$ cat src/rtl/box_physics_pkg.sv
`default_nettype none
// ============================================================================
// box_physics_pkg : state encoding, default physics constants and helpers
//                   shared by the flappy-box physics register.
// Revision 1.0
// ============================================================================
package box_physics_pkg;

  typedef enum logic [1:0] {
    ST_IDLE    = 2'd0,
    ST_RISING  = 2'd1,
    ST_FALLING = 2'd2,
    ST_CRASHED = 2'd3
  } state_e;

  localparam int DEF_Y_WIDTH       = 7;
  localparam int DEF_V_WIDTH       = 5;
  localparam int DEF_Y_START       = 60;
  localparam int DEF_Y_MIN         = 0;
  localparam int DEF_Y_MAX         = 119;
  localparam int DEF_GRAVITY       = 1;
  localparam int DEF_FLAP_VELOCITY = -6;
  localparam int DEF_V_MAX         = 8;

  function automatic int sat_clamp(input int x, input int lo, input int hi);
    if (x > hi) return hi;
    else if (x < lo) return lo;
    else return x;
  endfunction

endpackage
`default_nettype wire

$ cat src/rtl/box_kinematics.sv
`default_nettype none
// ============================================================================
// box_kinematics : combinational one-tick position/velocity update with
//                  ceiling clamp, ground detection and terminal velocity.
// Revision 1.0
// ============================================================================
module box_kinematics
  import box_physics_pkg::*;
#(
  parameter int Y_WIDTH       = DEF_Y_WIDTH,
  parameter int V_WIDTH       = DEF_V_WIDTH,
  parameter int Y_MIN         = DEF_Y_MIN,
  parameter int Y_MAX         = DEF_Y_MAX,
  parameter int GRAVITY       = DEF_GRAVITY,
  parameter int FLAP_VELOCITY = DEF_FLAP_VELOCITY,
  parameter int V_MAX         = DEF_V_MAX
) (
  input  logic                      y_i_unused_guard_n,
  input  logic [Y_WIDTH-1:0]        y_i,
  input  logic signed [V_WIDTH-1:0] v_i,
  input  logic                      flap_i,
  output logic [Y_WIDTH-1:0]        y_next_o,
  output logic signed [V_WIDTH-1:0] v_next_o,
  output logic                      hit_ceiling_o,
  output logic                      hit_ground_o
);

  localparam int SW  = Y_WIDTH + 2;
  localparam int VW1 = V_WIDTH + 1;
  localparam logic signed [SW-1:0]  C_Y_MIN   = SW'(Y_MIN);
  localparam logic signed [SW-1:0]  C_Y_MAX   = SW'(Y_MAX);
  localparam logic signed [VW1-1:0] C_GRAVITY = VW1'(GRAVITY);
  localparam int                    C_V_LO    = -(2 ** (V_WIDTH - 1));

  logic signed [V_WIDTH-1:0] w_v_eff;
  logic signed [SW-1:0]      w_sum;
  logic signed [VW1-1:0]     w_v_grav;

  always_comb begin
    w_v_eff  = flap_i ? V_WIDTH'(FLAP_VELOCITY) : v_i;
    // Two guard bits keep the sum from wrapping in either direction.
    w_sum    = $signed({2'b00, y_i}) + $signed({{(SW-V_WIDTH){w_v_eff[V_WIDTH-1]}}, w_v_eff});
    w_v_grav = $signed({w_v_eff[V_WIDTH-1], w_v_eff}) + C_GRAVITY;

    hit_ceiling_o = (w_sum <= C_Y_MIN) && y_i_unused_guard_n;
    hit_ground_o  = !hit_ceiling_o && (w_sum >= C_Y_MAX);

    if (hit_ceiling_o) begin
      y_next_o = Y_WIDTH'(Y_MIN);
      v_next_o = '0;
    end else if (hit_ground_o) begin
      y_next_o = Y_WIDTH'(Y_MAX);
      v_next_o = '0;
    end else begin
      y_next_o = w_sum[Y_WIDTH-1:0];
      v_next_o = V_WIDTH'(sat_clamp(int'(w_v_grav), C_V_LO, V_MAX));
    end
  end

endmodule
`default_nettype wire

$ cat src/rtl/box_physics_register.sv
`default_nettype none
// ============================================================================
// box_physics_register : flappy-box vertical physics with IDLE/RISING/
//                        FALLING/CRASHED FSM and a between-tick tap latch.
// Revision 1.0
// ============================================================================
module box_physics_register
  import box_physics_pkg::*;
#(
  parameter int Y_WIDTH       = DEF_Y_WIDTH,
  parameter int V_WIDTH       = DEF_V_WIDTH,
  parameter int Y_START       = DEF_Y_START,
  parameter int Y_MIN         = DEF_Y_MIN,
  parameter int Y_MAX         = DEF_Y_MAX,
  parameter int GRAVITY       = DEF_GRAVITY,
  parameter int FLAP_VELOCITY = DEF_FLAP_VELOCITY,
  parameter int V_MAX         = DEF_V_MAX
) (
  input  logic                      CLOCK_50,
  input  logic                      reset,
  input  logic                      game_tick,
  input  logic                      tap,
  output logic [Y_WIDTH-1:0]        y_coordinate,
  output logic signed [V_WIDTH-1:0] velocity,
  output logic                      flying,
  output logic                      crashed,
  output logic                      crash_pulse,
  output logic [1:0]                state
);

  state_e                    state_q;
  logic [Y_WIDTH-1:0]        y_q;
  logic signed [V_WIDTH-1:0] v_q;
  logic                      flap_pending_q;
  logic                      flying_q;
  logic                      crashed_q;
  logic                      crash_pulse_q;

  logic [Y_WIDTH-1:0]        y_d;
  logic signed [V_WIDTH-1:0] v_d;
  logic                      hit_ceiling;
  logic                      hit_ground;
  logic                      flap;

  assign flap = flap_pending_q | tap;

  box_kinematics #(
    .Y_WIDTH       (Y_WIDTH),
    .V_WIDTH       (V_WIDTH),
    .Y_MIN         (Y_MIN),
    .Y_MAX         (Y_MAX),
    .GRAVITY       (GRAVITY),
    .FLAP_VELOCITY (FLAP_VELOCITY),
    .V_MAX         (V_MAX)
  ) u_kinematics (
    .y_i_unused_guard_n (1'b1),
    .y_i                (y_q),
    .v_i                (v_q),
    .flap_i             (flap),
    .y_next_o           (y_d),
    .v_next_o           (v_d),
    .hit_ceiling_o      (hit_ceiling),
    .hit_ground_o       (hit_ground)
  );

  always_ff @(posedge CLOCK_50 or posedge reset) begin
    if (reset) begin
      state_q        <= ST_IDLE;
      y_q            <= Y_WIDTH'(Y_START);
      v_q            <= '0;
      flap_pending_q <= 1'b0;
      flying_q       <= 1'b0;
      crashed_q      <= 1'b0;
      crash_pulse_q  <= 1'b0;
    end else begin
      crash_pulse_q <= 1'b0;
      if (game_tick) begin
        flap_pending_q <= 1'b0;
        if (state_q == ST_CRASHED) begin
          // The restart tap only re-arms the game; it does not flap.
          if (flap) begin
            state_q   <= ST_IDLE;
            y_q       <= Y_WIDTH'(Y_START);
            v_q       <= '0;
            crashed_q <= 1'b0;
            flying_q  <= 1'b0;
          end
        end else if (state_q != ST_IDLE || flap) begin
          y_q <= y_d;
          v_q <= v_d;
          if (hit_ground) begin
            state_q       <= ST_CRASHED;
            crashed_q     <= 1'b1;
            flying_q      <= 1'b0;
            crash_pulse_q <= 1'b1;
          end else if (v_d[V_WIDTH-1]) begin
            state_q  <= ST_RISING;
            flying_q <= 1'b1;
          end else begin
            state_q  <= ST_FALLING;
            flying_q <= 1'b0;
          end
        end
      end else if (tap) begin
        flap_pending_q <= 1'b1;
      end
    end
  end

  assign y_coordinate = y_q;
  assign velocity     = v_q;
  assign flying       = flying_q;
  assign crashed      = crashed_q;
  assign crash_pulse  = crash_pulse_q;
  assign state        = state_q;

  logic unused_ok;
  assign unused_ok = hit_ceiling;

endmodule
`default_nettype wire

$ cat config.mk
export PLATFORM = sky130hd
export DESIGN_NAME = box_physics_register
export DESIGN_NICKNAME = d
export VERILOG_FILES = /design/src/rtl/box_physics_pkg.sv /design/src/rtl/box_kinematics.sv /design/src/rtl/box_physics_register.sv
export SDC_FILE = /design/constraint.sdc
export NUM_CORES = 1
export LEC_CHECK = 0
export BUFFER_PORTS_ARGS = -buffer_cell sky130_fd_sc_hd__buf_4
export CAP_MARGIN = 0
export CORE_ASPECT_RATIO = 0.7
export CORE_MARGIN = 3
export CORE_UTILIZATION = 57
export CTS_BUF_LIST = sky130_fd_sc_hd__clkbuf_16
export CTS_CLUSTER_SIZE = 30
export DETAILED_ROUTE_END_ITERATION = 6
export PLACE_DENSITY = 0.77
export SLEW_MARGIN = 0
export SYNTH_ARGS = -nofsm -noshare
export SYNTH_HDL_FRONTEND = slang
export SYNTH_SLANG_ARGS = --single-unit
$ cat constraint.sdc
create_clock -name CLOCK_50 -period 4.8 [get_ports CLOCK_50]
set_clock_uncertainty 0.2 [all_clocks]
set_input_delay 0.96 -clock CLOCK_50 [delete_from_list [all_inputs] [get_ports CLOCK_50]]
set_output_delay 0.96 -clock CLOCK_50 [all_outputs]
set_load 0.05 [all_outputs]
# Word-level counts from Yosys, hierarchy flattened
# Index checks and enable logic that the tools add are counted.
dict set report word_totals {
  regBits 18
  out_inout_bits 17
  word_cells 57
}
dict set report classes {
  addsub 2
  n_lt_le_gt_ge 4
  eq_ne 2
  muxes 32
  bitwise_logic 1
  n_reduce_logical 9
}
# operator n
set ops {}
lappend ops {{two-way mux 5 bit} 8}
lappend ops {{two-way mux 7 bit} 5}
lappend ops {{two-way mux 1 bit} 14}
lappend ops {{two-way mux 2 bit} 5}
lappend ops {{adder 8 x 5 -> 9 bit} 1}
lappend ops {{>= comparator 9 x 8 -> 1 bit (second input constant)} 1}
lappend ops {{<= comparator 9 x 1 -> 1 bit (second input constant)} 1}
lappend ops {{nonzero test 2 bit} 4}
lappend ops {{adder 5 x 2 -> 6 bit (second input constant)} 1}
lappend ops {{> comparator 6 x 5 -> 1 bit (second input constant)} 1}
lappend ops {{< comparator 6 x 5 -> 1 bit (second input constant)} 1}
lappend ops {{AND reduction 4 bit} 1}
lappend ops {{AND reduction 3 bit} 1}
lappend ops {{== test 2 bit (second input constant)} 1}
lappend ops {{!= test 2 bit (second input constant)} 1}
lappend ops {{logical AND 1 bit} 1}
lappend ops {{zero test 1 bit} 1}
lappend ops {{logical OR 1 bit} 1}
lappend ops {{OR 1 bit} 1}

# Longest topological paths before layout
dict set report logic_depth {
  ltp_word 12
  mapped_depth 12
  mapped_depth_nobuf 12
}

# Cells and area by module
# A second synthesis with hierarchy kept.
dict set report hier_totals {
  cells_unflattened 153
  area_unflattened_um2 1461.4
}
# module instances cells_per_inst area_per_inst_um2 seq_area_each_um2
set modules_own_cells {}
lappend modules_own_cells {box_physics_register 1 62 757.0 455.4}
lappend modules_own_cells {box_kinematics 1 91 704.4 0.0}

# Least setup slack after synthesis
# No wires, ideal clock.
dict set report synth_timing {
  path_kind {input -> register}
  start {input port tap}
  end {register v_q[2], in the netlist velocity[2]}
  t_arrival_ns 3.510
  slack_ns 0.987
  stages 10
  path_cell_list {nor3_2 inv_1 ha_1 or2_2 a31o_1 a221oi_1 nand3_1 a41o_4 or2_4 o41ai_2}
}
dict set report synth_via {
  elab_chain_len 10
  word_cells_on_any_way 20
}
# item line
set synth_rtl {}
lappend synth_rtl {{start, declared} box_physics_register.sv:22} ;# input logic tap,
lappend synth_rtl {{OR 1 bit *} box_physics_register.sv:45} ;# assign flap = flap_pending_q | tap;
lappend synth_rtl {{two-way mux 5 bit} box_kinematics.sv:40} ;# w_v_eff = flap_i ? V_WIDTH'(FLAP_VELOCITY) : v_i;
lappend synth_rtl {{adder 8 x 5 -> 9 bit / adder 5 x 2 -> 6 bit (equally long branches)} {box_kinematics.sv:42, box_kinematics.sv:43}}
lappend synth_rtl {{<= comparator 9 x 1 -> 1 bit / < comparator 6 x 5 -> 1 bit (equally long branches)} {box_kinematics.sv:45, box_physics_pkg.sv:27}}
lappend synth_rtl {{zero test 1 bit / two-way mux 5 bit (equally long branches)} {box_kinematics.sv:46, box_physics_pkg.sv:27}}
lappend synth_rtl {{logical AND 1 bit / two-way mux 5 bit (equally long branches)} {box_kinematics.sv:46, box_physics_pkg.sv:26}}
lappend synth_rtl {{two-way mux 5 bit} box_kinematics.sv:51} ;# end else if (hit_ground_o) begin
lappend synth_rtl {{two-way mux 5 bit} box_kinematics.sv:48} ;# if (hit_ceiling_o) begin
lappend synth_rtl {{two-way mux 5 bit} box_physics_register.sv:88} ;# end else if (state_q != ST_IDLE || flap) begin
lappend synth_rtl {{two-way mux 5 bit} box_physics_register.sv:79} ;# if (state_q == ST_CRASHED) begin
lappend synth_rtl {{end signal, assigned} box_physics_register.sv:90} ;# v_q <= v_d;
lappend synth_rtl {{end, declared} box_physics_register.sv:33} ;# logic signed [V_WIDTH-1:0] v_q;
# Mark *: on every way between the ends. The rest lies on a longest branch, timed or not. The select of a mux whose other input is x is not followed.
# A chain may end at the register's enable or synchronous reset.

# Worst setup path after layout
# Ends and elaborated chain as after synthesis.

==> metrics.md <==
| Metric | Value |
|---|---|
| Top-Level Pins | 21 |
| Flop pwr share | 19.9% |
| Relative slew slack | 54.16% |
| Starting Density | 64.88% |
| DRC Markers | 0 |
| CP Launch Type | primary input |
| Largest net degree at the start of global routing | 19 |
| Crit path kind | in -> reg |
| EDFF count, synth | 0 |
| DP Cell Count | 216 |
| Hold buffer count at CTS | 0 |
| WL/cell | 18.65 um |
| Worst hold path type | reg -> reg |
| Final instance area | 1765 um2 |
| Final Core Density | 76.35% |
| Clock Pin Slew Worst Setup and Hold Paths | 0.06 ns |
| Maximum root-to-sink buffer count | 2 |
| GRT overflow | 0 |
| GR Util met1 | 41.01% |
| Final Hold Viols | 0 |
| Compound-cell area share of the yosys netlist | 28.36% |
| CP max stage cell | ha_1 |
| Ys Warns | 0 |
| Yosys cell types | 55 |
| Post-DP HPWL | 3.082 mm |
| Syn avg cell area | 9.037 um2 |
| Post-route clock period utilization | 86.01% |
| Adder-cell share of the synthesized area | 8.924% |
| Clock share of power | 11.5% |
| Post-CTS Setup Inserts | 0 |
| CTS tree | built |
| Initial DRC count | 164 |
| Met3 usage | 5.760% |
| Switching power | 766.7 uW |
| Mux cell area share after synthesis | 1.334% |
| Xor/xnor share of the synthesized area | 3.503% |
| Multi-input logic area | 1011 um2 |
| Peak VDD IR | 0.0005644 V |
| Logic pwr share | 68.6% |
| Die span in x | 67.32 um |
| Tightest Pin Transition | 0.6869 ns |
| Placed instance area | 1687 um2 |
| Vias in the first global route | 1325 |
| Count of antenna diodes in the layout | 0 |
| Routed Antenna Nets | 0 |
| Setup violators final | 0 |
| Clock latency on the worst-skew pair | 0.25 ns |
| P_int | 702.0 uW |
| CP arrival | 4.07 ns |
| Syn_nets | 179 |
| Critical path data required time | 4.74 ns |
| Fmax | 242.2 MHz |
| DR vias | 1469 |
| # rows | 14 |
| R2r setup slk | 0.96 ns |
| Grt met2 use | 36.87% |
| Layout cell share with drive strength beyond 1 | 21.81% |
| Gr usage total | 26.44% |
| Nets | 202 |
| Period minus WS final | 4.128 ns |
| Leak pwr | 0.7810 nW |
| Core area | 2312 um2 |
| Syn-to-layout area delta | 17.68% |
| Number of vias per cell | 6.677 |
| Post-CTS sizing | 0 |
| Post-synthesis register bit count | 18 |
| Seq/Total Area, Yosys | 30.36% |
| Max-cap viol count | 0 |
| CP Capture Type | register |
| Mapped cell area | 1500 um2 |
| Initial antenna violation count | 0 |
| Pwr dens | 831.9 nW/um2 |
| Fin Setup TNS | 0 ns |
| Routed WL | 4.102 mm |
| Post-synthesis simple-gate area fraction | 25.27% |
| First drt pass iteration count | 5 |
| Final Instance Count excl. Fillers | 220 |
| Wire length of the first global-routing pass | 6.624 mm |
| Max-slew violation count | 0 |
| Net Sw Frac | 52.20% |
| Die Ht | 48.92 um |
| CTS Buf Count | 3 |
| Ys async rst share | 100.0% |
| Gr busiest metal | met1 |
| Clk sinks | 18 |
| RePlAce Congestion | 0.8697 |
| Register area | 455.4 um2 |
| Fin Hold WS | 0.2980 ns |
| Ys flop type | dfrtp_1 |
| Die ar. | 3293 um2 |
| Cells after Synth | 166 |
| Unrepaired setup endpoints after global routing | false |
| Largest stage delay on the critical path | 0.41 ns |
| Filler cells | 168 |
| Worst path cell trace | buf_4, nor3_2, inv_1, ha_1, or2_2, a31o_1, a221oi_1, nand3_1, a41o_4, or2_4, o41ai_2 |
| CTS root buf | clkbuf_16 |
| Status | finished clean |
| CP max FO | 11 |
| Buffers added on ports | 20 |
| # H-tree levels | 1 |
| Largest family of logic cells by synthesized area | compound AO/OA/AOI/OAI gates |
layout by cell type, fill, tap and decap left out, types with 3 or more instances in the layout:
master	count
and2_1	4
nor2_1	16
nor3_1	3
and3_1	5
ha_1	8
clkbuf_16	3
dfrtp_1	14
xnor2_1	5
inv_1	7
nand2_1	15
dfstp_2	4
buf_4	21
a21oi_1	7
nand3_1	3
or3_1	4
nand3b_1	4
o21a_1	3
o21ai_0	9
or2_2	3
cell usage after synthesis, types with 3 or more instances:
cell / instances / share of area (%)
and2_1: 4 / 1.7
dfrtp_1: 14 / 23
inv_1: 6 / 1.5
a21oi_1: 7 / 2.3
clkbuf_1: 3 / 0.75
dfstp_2: 4 / 7.0
or2_2: 3 / 1.3
xnor2_1: 5 / 2.9
nand2_1: 15 / 3.8
ha_1: 8 / 6.7
nand3b_1: 4 / 2.0
or3_1: 4 / 1.7
o21ai_0: 9 / 3.0
nor2_1: 16 / 4.0
and3_1: 5 / 2.1
nor3_1: 3 / 1.0
nand3_1: 3 / 1.0
o21a_1: 3 / 1.5
per-layer routing:
layer / share of wire (%) / wire, um
met5: 0 / 0
met3: 11 / 465
met1: 44 / 1801
met4: 1.8 / 72
met2: 43 / 1762
worst paths after layout:
kind | startpoint | to | cells past startpoint
worst max-delay path | tap | velocity[2] | 11
worst min-delay path | crashed | crashed | 1
worst max register to register | flap_pending_q | velocity[2] | 10
worst min register to register | crashed | crashed | 1
max in group asynchronous | reset | y_coordinate[6] | 2
min in group asynchronous | reset | flap_pending_q | 2
stage by stage:
stage,power (mW),worst slack (ns)
6_report,1.469,0.6717
5_1_grt,1.552,0.5112
4_1_cts,1.446,0.7252
3_5_place_dp,1.271,0.5024
3_3_place_gp,1.236,0.6680
2_1_floorplan,1.030,0.9866
worst max-delay path: cells and delay by family:
kind | cells | cell delay, ns
and+or+nand+nor | 4 | 1.13
AOI/OAI and AO/OA | 4 | 1.17
adders and majority gates | 1 | 0.41
buffers and inverters | 2 | 0.39
registers in the layout, indices dropped and copies added, names as in the netlist:
register        count
crashed             1
crash_pulse         1
state               2
velocity            5
flap_pending_q      1
flying              1
y_coordinate        7
cells by family (layout without fill, tap and decap cells):
| logic type | Yosys count | after routing |
|---|---|---|
| adder cells (fa/ha/maj) | 10 | 10 |
| XOR/XNOR | 6 | 6 |
| AO/OA/AOI/OAI | 52 | 52 |
| multiplexers | 2 | 2 |
| flip-flops | 18 | 18 |
| buffers and inverters | 9 | 31 |
| AND/OR/NAND/NOR | 69 | 69 |
cell type report:
| class | instances | share of cell area (%) |
|---|---|---|
| multi-input combinational | 139 | 57.26 |
| sequential | 18 | 25.80 |
| timing repair buffer | 21 | 8.930 |
| clock buffer | 3 | 4.252 |
| tap | 32 | 2.268 |
| inverter | 6 | 1.276 |
| clock inverter | 1 | 0.2126 |
power by group through the flow:
stage                     clock (mW)  combinational [mW]  sequential, mW
after floorplan                    0               0.577           0.453
after global placement             0               0.948           0.289
after detailed placement           0               0.980           0.291
after CTS                      0.169               0.987           0.290
after global routing           0.179                1.07           0.302
final                          0.168                1.01           0.292
No activity file was read; power rests on OpenSTA's default activity.
